**src/rtl/aes256_ctr_regs_pkg.sv**
```systemverilog
// Register map, response codes and address decode for the AES-256-CTR AXI4-Lite register file.
// Latency: n/a (constants and a combinational decode helper only).
// Backpressure: n/a.
package aes256_ctr_regs_pkg;

  // Byte offsets within the 64-byte register window
  localparam logic [5:0] CONTROL_ADDR    = 6'h00;
  localparam logic [5:0] STATUS_ADDR     = 6'h04;
  localparam logic [5:0] KEY_PART_0_ADDR = 6'h08;
  localparam logic [5:0] KEY_PART_7_ADDR = 6'h24;
  localparam logic [5:0] IV_PART_0_ADDR  = 6'h28;
  localparam logic [5:0] IV_PART_3_ADDR  = 6'h34;

  localparam int NUM_KEY_WORDS = 8;
  localparam int NUM_IV_WORDS  = 4;

  localparam logic [1:0] RESP_OKAY   = 2'b00;
  localparam logic [1:0] RESP_SLVERR = 2'b10;

  typedef enum logic [2:0] {
    REG_CONTROL,
    REG_STATUS,
    REG_KEY,
    REG_IV,
    REG_NONE
  } reg_kind_e;

  // Decoded target: register class plus word index inside the KEY/IV bank
  typedef struct packed {
    reg_kind_e  kind;
    logic [2:0] idx;
  } reg_sel_t;

  // Maps a word offset (address bits [5:2]) to a register; anything outside
  // the 64-byte window or past IV3 is unmapped.
  function automatic reg_sel_t decode_word(input logic in_window, input logic [3:0] word);
    reg_sel_t   sel;
    logic [2:0] rel_key;
    logic [1:0] rel_iv;
    sel.kind = REG_NONE;
    sel.idx  = '0;
    rel_key  = 3'(word - KEY_PART_0_ADDR[5:2]);
    rel_iv   = 2'(word - IV_PART_0_ADDR[5:2]);
    if (in_window) begin
      if (word == CONTROL_ADDR[5:2]) begin
        sel.kind = REG_CONTROL;
      end else if (word == STATUS_ADDR[5:2]) begin
        sel.kind = REG_STATUS;
      end else if (word >= KEY_PART_0_ADDR[5:2] && word <= KEY_PART_7_ADDR[5:2]) begin
        sel.kind = REG_KEY;
        sel.idx  = rel_key;
      end else if (word >= IV_PART_0_ADDR[5:2] && word <= IV_PART_3_ADDR[5:2]) begin
        sel.kind = REG_IV;
        sel.idx  = {1'b0, rel_iv};
      end
    end
    return sel;
  endfunction

endpackage

```
**src/rtl/aes256_ctr_axil_regs.sv**
```systemverilog
// AXI4-Lite register file holding control bit, 256-bit key and 128-bit IV for the AES-256-CTR core.
// Latency: write commits on the edge both AW and W are present, B one cycle later; R one cycle after AR.
// Backpressure: one outstanding write (AW/W readies low until B handshake); arready low while rvalid.
// Build option: define AES_REGS_KEY_READBACK_EN to make KEY0..KEY7 readable (otherwise they read as 0).
module aes256_ctr_axil_regs
  import aes256_ctr_regs_pkg::*;
#(
  parameter int ADDR_WIDTH = 12,
  parameter int DATA_WIDTH = 32
) (
  input  logic                  clk,
  input  logic                  rst_n,
  input  logic [ADDR_WIDTH-1:0] s_axi_awaddr,
  input  logic                  s_axi_awvalid,
  output logic                  s_axi_awready,
  input  logic [DATA_WIDTH-1:0] s_axi_wdata,
  input  logic                  s_axi_wvalid,
  output logic                  s_axi_wready,
  output logic [1:0]            s_axi_bresp,
  output logic                  s_axi_bvalid,
  input  logic                  s_axi_bready,
  input  logic [ADDR_WIDTH-1:0] s_axi_araddr,
  input  logic                  s_axi_arvalid,
  output logic                  s_axi_arready,
  output logic [DATA_WIDTH-1:0] s_axi_rdata,
  output logic [1:0]            s_axi_rresp,
  output logic                  s_axi_rvalid,
  input  logic                  s_axi_rready,
  input  logic [31:0]           status_i,
  output logic                  load_key_and_iv_o,
  output logic [255:0]          key_o,
  output logic [127:0]          iv_o,
  output logic                  cfg_commit_o
);

  logic                  alive_q;
  logic                  aw_held_q;
  logic                  w_held_q;
  logic [ADDR_WIDTH-1:0] aw_addr_q;
  logic [DATA_WIDTH-1:0] w_data_q;
  logic                  bvalid_q;
  logic [1:0]            bresp_q;
  logic                  rvalid_q;
  logic [1:0]            rresp_q;
  logic [DATA_WIDTH-1:0] rdata_q;
  logic                  ctrl_q;
  logic                  cfg_commit_q;
  logic [31:0]           key_q [NUM_KEY_WORDS];
  logic [31:0]           iv_q  [NUM_IV_WORDS];

  logic                  aw_fire;
  logic                  w_fire;
  logic                  ar_fire;
  logic                  commit;
  logic [ADDR_WIDTH-1:0] wr_addr;
  logic [DATA_WIDTH-1:0] wr_data;
  logic                  wr_in_window;
  logic                  rd_in_window;
  reg_sel_t              wr_sel;
  reg_sel_t              rd_sel;
  logic                  wr_ok;
  logic [DATA_WIDTH-1:0] rd_data;
  logic [1:0]            rd_resp;

  // Readies stay low until the first edge after reset release
  assign s_axi_awready = alive_q & ~aw_held_q;
  assign s_axi_wready  = alive_q & ~w_held_q;
  assign s_axi_arready = alive_q & ~rvalid_q;

  assign aw_fire = s_axi_awvalid & s_axi_awready;
  assign w_fire  = s_axi_wvalid & s_axi_wready;
  assign ar_fire = s_axi_arvalid & s_axi_arready;

  // Second-arriving side passes straight through so the commit is not delayed a cycle
  assign wr_addr = aw_held_q ? aw_addr_q : s_axi_awaddr;
  assign wr_data = w_held_q ? w_data_q : s_axi_wdata;
  assign commit  = (aw_held_q | aw_fire) & (w_held_q | w_fire) & ~bvalid_q;

  assign wr_in_window = (wr_addr >> 6) == '0;
  assign rd_in_window = (s_axi_araddr >> 6) == '0;
  assign wr_sel       = decode_word(wr_in_window, wr_addr[5:2]);
  assign rd_sel       = decode_word(rd_in_window, s_axi_araddr[5:2]);
  assign wr_ok        = (wr_sel.kind == REG_CONTROL) || (wr_sel.kind == REG_KEY) ||
                        (wr_sel.kind == REG_IV);

  assign s_axi_bvalid      = bvalid_q;
  assign s_axi_bresp       = bresp_q;
  assign s_axi_rvalid      = rvalid_q;
  assign s_axi_rresp       = rresp_q;
  assign s_axi_rdata       = rdata_q;
  assign load_key_and_iv_o = ctrl_q;
  assign cfg_commit_o      = cfg_commit_q;

  // Address bits [1:0] and status bit 0 are intentionally ignored
  logic unused_bits;
  assign unused_bits = &{1'b0, wr_addr[1:0], s_axi_araddr[1:0], status_i[0], rd_sel};

  // Flatten the word banks onto the core-facing buses, word n at [32n+31:32n]
  always_comb begin
    key_o = '0;
    iv_o  = '0;
    for (int n = 0; n < NUM_KEY_WORDS; n++) key_o[32*n +: 32] = key_q[n];
    for (int n = 0; n < NUM_IV_WORDS; n++)  iv_o[32*n +: 32]  = iv_q[n];
  end

  // Marks the end of reset so the readies rise one edge after release
  always_ff @(posedge clk or negedge rst_n) begin
    if (!rst_n) alive_q <= 1'b0;
    else        alive_q <= 1'b1;
  end

  // AW/W holding registers; released together on the B handshake
  always_ff @(posedge clk or negedge rst_n) begin
    if (!rst_n) begin
      aw_held_q <= 1'b0;
      w_held_q  <= 1'b0;
      aw_addr_q <= '0;
      w_data_q  <= '0;
    end else begin
      if (aw_fire) begin
        aw_held_q <= 1'b1;
        aw_addr_q <= s_axi_awaddr;
      end
      if (w_fire) begin
        w_held_q <= 1'b1;
        w_data_q <= s_axi_wdata;
      end
      if (bvalid_q && s_axi_bready) begin
        aw_held_q <= 1'b0;
        w_held_q  <= 1'b0;
      end
    end
  end

  // Write response: raised the cycle after commit, held until bready
  always_ff @(posedge clk or negedge rst_n) begin
    if (!rst_n) begin
      bvalid_q <= 1'b0;
      bresp_q  <= RESP_OKAY;
    end else if (commit) begin
      bvalid_q <= 1'b1;
      bresp_q  <= wr_ok ? RESP_OKAY : RESP_SLVERR;
    end else if (bvalid_q && s_axi_bready) begin
      bvalid_q <= 1'b0;
    end
  end

  // Register bank update and the control 1->0 commit pulse
  always_ff @(posedge clk or negedge rst_n) begin
    if (!rst_n) begin
      ctrl_q       <= 1'b0;
      cfg_commit_q <= 1'b0;
      for (int i = 0; i < NUM_KEY_WORDS; i++) key_q[i] <= '0;
      for (int i = 0; i < NUM_IV_WORDS; i++)  iv_q[i]  <= '0;
    end else begin
      cfg_commit_q <= commit && (wr_sel.kind == REG_CONTROL) && ctrl_q && !wr_data[0];
      if (commit) begin
        case (wr_sel.kind)
          REG_CONTROL: ctrl_q <= wr_data[0];
          REG_KEY:     key_q[wr_sel.idx] <= wr_data;
          REG_IV:      iv_q[wr_sel.idx[1:0]] <= wr_data;
          default:     ;
        endcase
      end
    end
  end

  // Read mux over the pre-commit register state
  always_comb begin
    rd_data = '0;
    rd_resp = RESP_OKAY;
    case (rd_sel.kind)
      REG_CONTROL: rd_data = {31'd0, ctrl_q};
      REG_STATUS:  rd_data = {status_i[31:1], ctrl_q};
`ifdef AES_REGS_KEY_READBACK_EN
      REG_KEY:     rd_data = key_q[rd_sel.idx];
`else
      REG_KEY:     rd_data = '0;
`endif
      REG_IV:      rd_data = iv_q[rd_sel.idx[1:0]];
      default:     rd_resp = RESP_SLVERR;
    endcase
  end

  // Read response register: captured on AR handshake, held until rready
  always_ff @(posedge clk or negedge rst_n) begin
    if (!rst_n) begin
      rvalid_q <= 1'b0;
      rresp_q  <= RESP_OKAY;
      rdata_q  <= '0;
    end else if (ar_fire) begin
      rvalid_q <= 1'b1;
      rresp_q  <= rd_resp;
      rdata_q  <= rd_data;
    end else if (rvalid_q && s_axi_rready) begin
      rvalid_q <= 1'b0;
    end
  end

endmodule

```
**config.mk**
```make
export PLATFORM = sky130hd
export DESIGN_NAME = aes256_ctr_axil_regs
export DESIGN_NICKNAME = d
export VERILOG_FILES = /design/src/rtl/aes256_ctr_regs_pkg.sv /design/src/rtl/aes256_ctr_axil_regs.sv
export SDC_FILE = /design/constraint.sdc
export NUM_CORES = 1
export LEC_CHECK = 0
export BUFFER_PORTS_ARGS = -buffer_cell sky130_fd_sc_hd__buf_2
export CORE_MARGIN = 3
export CORE_UTILIZATION = 50
export CTS_CLUSTER_DIAMETER = 50
export DETAILED_ROUTE_END_ITERATION = 10
export HOLD_SLACK_MARGIN = 0.03
export MAX_ROUTING_LAYER = met4
export PLACE_DENSITY = 0.77
export RECOVER_POWER = 50
export SLEW_MARGIN = 20
export SYNTH_ARGS = -nofsm -noshare
export SYNTH_HDL_FRONTEND = slang
export SYNTH_SLANG_ARGS = --single-unit
```
**constraint.sdc**
```tcl
create_clock -name clk -period 3.79 [get_ports clk]
set_input_delay 0.1895 -clock clk [delete_from_list [all_inputs] [get_ports clk]]
set_output_delay 0.1895 -clock clk [all_outputs]
set_load 0.01 [all_outputs]
```
==> impl_metrics.toml <==
[floorplan]
std_cell_rows = 71
die-area_um2 = 41070
fp.dieH_um = 202.7
die_x_um = 202.7
core_area_um2 = 37930
start_util_pct = 50.97
io_pins = 522

[sta]
post-route-min-period_ns = 3.289
slew_headroom_pct = -96.89
tightestPinTransition_ns = 2.953
maxSlewViolCount = 106
rsz0062_at_grt = "false"
tns_ns = 0
fin_skew_ns = 0.02042
max_freq_ghz = 0.3040
whs_ns = 0.06248
setup_viol = 0
period_share_pct = 86.78
hold_viol = 0

[place]
dp_hpwl_um = 46010
dpl_cell_area_um2 = 22540
port-buffer-count = 514
dp_cells = 2537
place.gp.congestion = 0.9068

[logic_synthesis]
synth_area_um2 = 19340
synth_ff_type = "dfrtp_1"
synth-simple-area-share_pct = 7.616
netlist.area_leader.share_pct = 60.44
ys_types = 46
avgSynthCellArea_um2 = 12.21
synth_seq_area_share_pct = 60.44
synthAdderAreaFrac_pct = 0.06471
synth-compound-area-share_pct = 11.27
synth-edff-count = 0
yosysWarnings = 0
synth_top_family_by_area = "multiplexers"
yosys-top-cells-area = "dfrtp_1 (60%), mux2_2 (14%), a21oi_1 (5.2%)"
synthCells = 1584
synth_top_area_cell = "dfrtp_1"
synth_seq_cells = 467
ys_async_sr_fraction_pct = 100.0
synth.most_common_cell = "dfrtp_1"
synthMuxAreaShare_pct = 17.90
yosys.area_share.xor_xnor_pct = 0.1359
synth.top_cells.by_count = "dfrtp_1 (467), mux2_2 (235), a21oi_1 (200)"

[global_route]
grt_overflow_total = 0
grt_pass1_vias = 16537
grt_start_max_net_pins = 110
antenna_found_initial = 1
grtUsageTotal_pct = 33.21
grt_pass1_wl_um = 100300

[clock_network]
cts_buffers = 49
worstSkewPairLatency_ns = 0.60
cts_tree = "done"
postCtsSetupBuffers = 0
cts_resized = 0
cts_root_buf = "clkbuf_16"
clk_pin_slew_ns = 0.06
clockBufferDepth = 3
htree_levels = 2
clock-sinks = 467

[setup_path]
critPathMaxFanout = 20
critPathLaunchType = "input pin"
worstPathRequired_ns = 4.26
crit_arrival_ns = 3.76
path_class = "input pin to flip-flop"
endpoint_kind = "flip-flop"

[finish]
area_growth_pct = 27.35
fin_cells = 2708
final_area_um2 = 24620
nNetsFinal = 2252
drive_gt1_share_pct = 29.96
nFillCells = 2960

[power]
p_leak_nw = 12.37
peakVddDrop_mv = 0.4046
p_per_area_nw_per_um2 = 601.2

[drt]
routedWlPerCell_um = 24.93
postRouteAntennaNets = 0
drc_errors = 0
via_per_inst = 5.933
drt_iter0_markers = 1263
vias = 16067
drtPass1Iterations = 6
drt-total-wl_um = 67500

[run]
max-cap-violations = 1

[outcome]
violations = "max-capacitance violations, max-slew violations"
status = "finished with violations"

[hold_path]
hp-class = "input pin to flip-flop"
==> final timing paths <==
kind | start | end | slack, ns | cells past startpoint
min reg2reg | s_axi_bresp[1]$_DFFE_PN0P_ | s_axi_bresp[1]$_DFFE_PN0P_ | 0.48 | 2
max reg2reg | aw_held_q$_DFFE_PN0P_ | iv_o[87]$_DFFE_PN0P_ | 0.60 | 5
min | s_axi_araddr[4] | s_axi_rresp[1]$_DFFE_PN0P_ | 0.06 | 3
min in group asynchronous | rst_n | key_o[4]$_DFFE_PN0P_ | 1.06 | 2
max in group asynchronous | rst_n | key_o[216]$_DFFE_PN0P_ | 0.83 | 3
max | s_axi_awaddr[8] | iv_o[87]$_DFFE_PN0P_ | 0.50 | 8
==> layer usage <==
layer	track usage, %	part of all wire, %	vias up
met5	-	0	-
li1	-	-	6777
met3	7.600	9.6	210
met2	54.38	48	986
met1	39.44	37	8094
met4	15.22	5.1	0
==> critical path, stage by stage <==
cell and delay, ns:
dlygate4sd3_1 0.53, buf_2 0.13, or4_1 0.58, or4_1 0.71, a211o_1 0.44, or3_2 0.49
buf_4 0.31, mux2_4 0.36
==> layout by cell type (no fill, tap or decap), types with 3 or more instances in the layout <==
cell and count:
buf_2 253, o21ai_0 37, nor2b_1 4, dfrtp_1 466, or4_1 3, clkinv_2 7, clkbuf_8 11, clkinvlp_4 5
nor3_1 3, a221oi_1 31, nand4_1 4, nand3_1 3, nor2_1 168, and3_1 34, a2111oi_4 5, dlygate4sd3_1 78
o31ai_1 32, inv_1 5, buf_12 8, clkbuf_16 49, a21oi_1 200, mux2_1 3, mux2_2 235, and4_1 3
buf_4 31, nand2_1 103, clkbuf_1 270, a22oi_1 32, or3_1 4, mux2i_1 33, mux2_4 30, nor4_1 4
clkbuf_2 3, conb_1 3
==> final cells by class <==
cell class              instances  area (µm²)  area share (%)
diodes                          1       2.502         0.01016
clock buffers                  70        1415           5.747
clock inverters                21       211.5          0.8587
inverters                       5       18.77         0.07622
multi-input cells            1000        7217           29.31
flip-flops and latches        467       11690           47.47
well taps                     511       639.4           2.596
repair buffers                633        3431           13.93
==> power breakdown <==
part / leakage (nW) / switching, mW / internal [mW]
Combinational: 5.18 / 2.31 / 1.36
Sequential: 6.40 / 0.608 / 5.71
Clock: 0.788 / 2.06 / 2.76
Total: 12.4 / 4.97 / 9.83
==> metrics by stage <==
step	total power, mW	worst slack [ns]	utilization (%)
2_1_floorplan	8.298	1.104	-
3_3_place_gp	9.839	0.5052	59.41
3_5_place_dp	9.996	0.4732	59.41
4_1_cts	14.88	0.5329	65.76
5_1_grt	15.38	0.3828	64.92
6_report	14.80	0.5010	64.92
==> timing repair <==
item                                    CTS  global route
hold endpoints to repair                179             0
hold buffers                             78             0
endpoints found under the setup margin    0             0
==> cell families (layout without fill, tap and decap cells) <==
family                   after synthesis  count (layout)
XOR/XNOR                               3               3
AO/OA/AOI/OAI                        349             349
AND/OR/NAND/NOR                      343             343
buffers and inverters                118             729
flip-flops                           467             467
other                                  2               4
multiplexers                         301             301
adder cells (fa/ha/maj)                1               1
==> sequential cells by signal (all words and copies together), names as in the netlist, 10 cells and up <==
| register | cells |
|---|---|
| s_axi_rdata | 32 |
| w_data_q | 32 |
| key_o | 256 |
| iv_o | 128 |
| aw_addr_q | 10 |
Note: power is estimated with default switching activity, not from simulation.
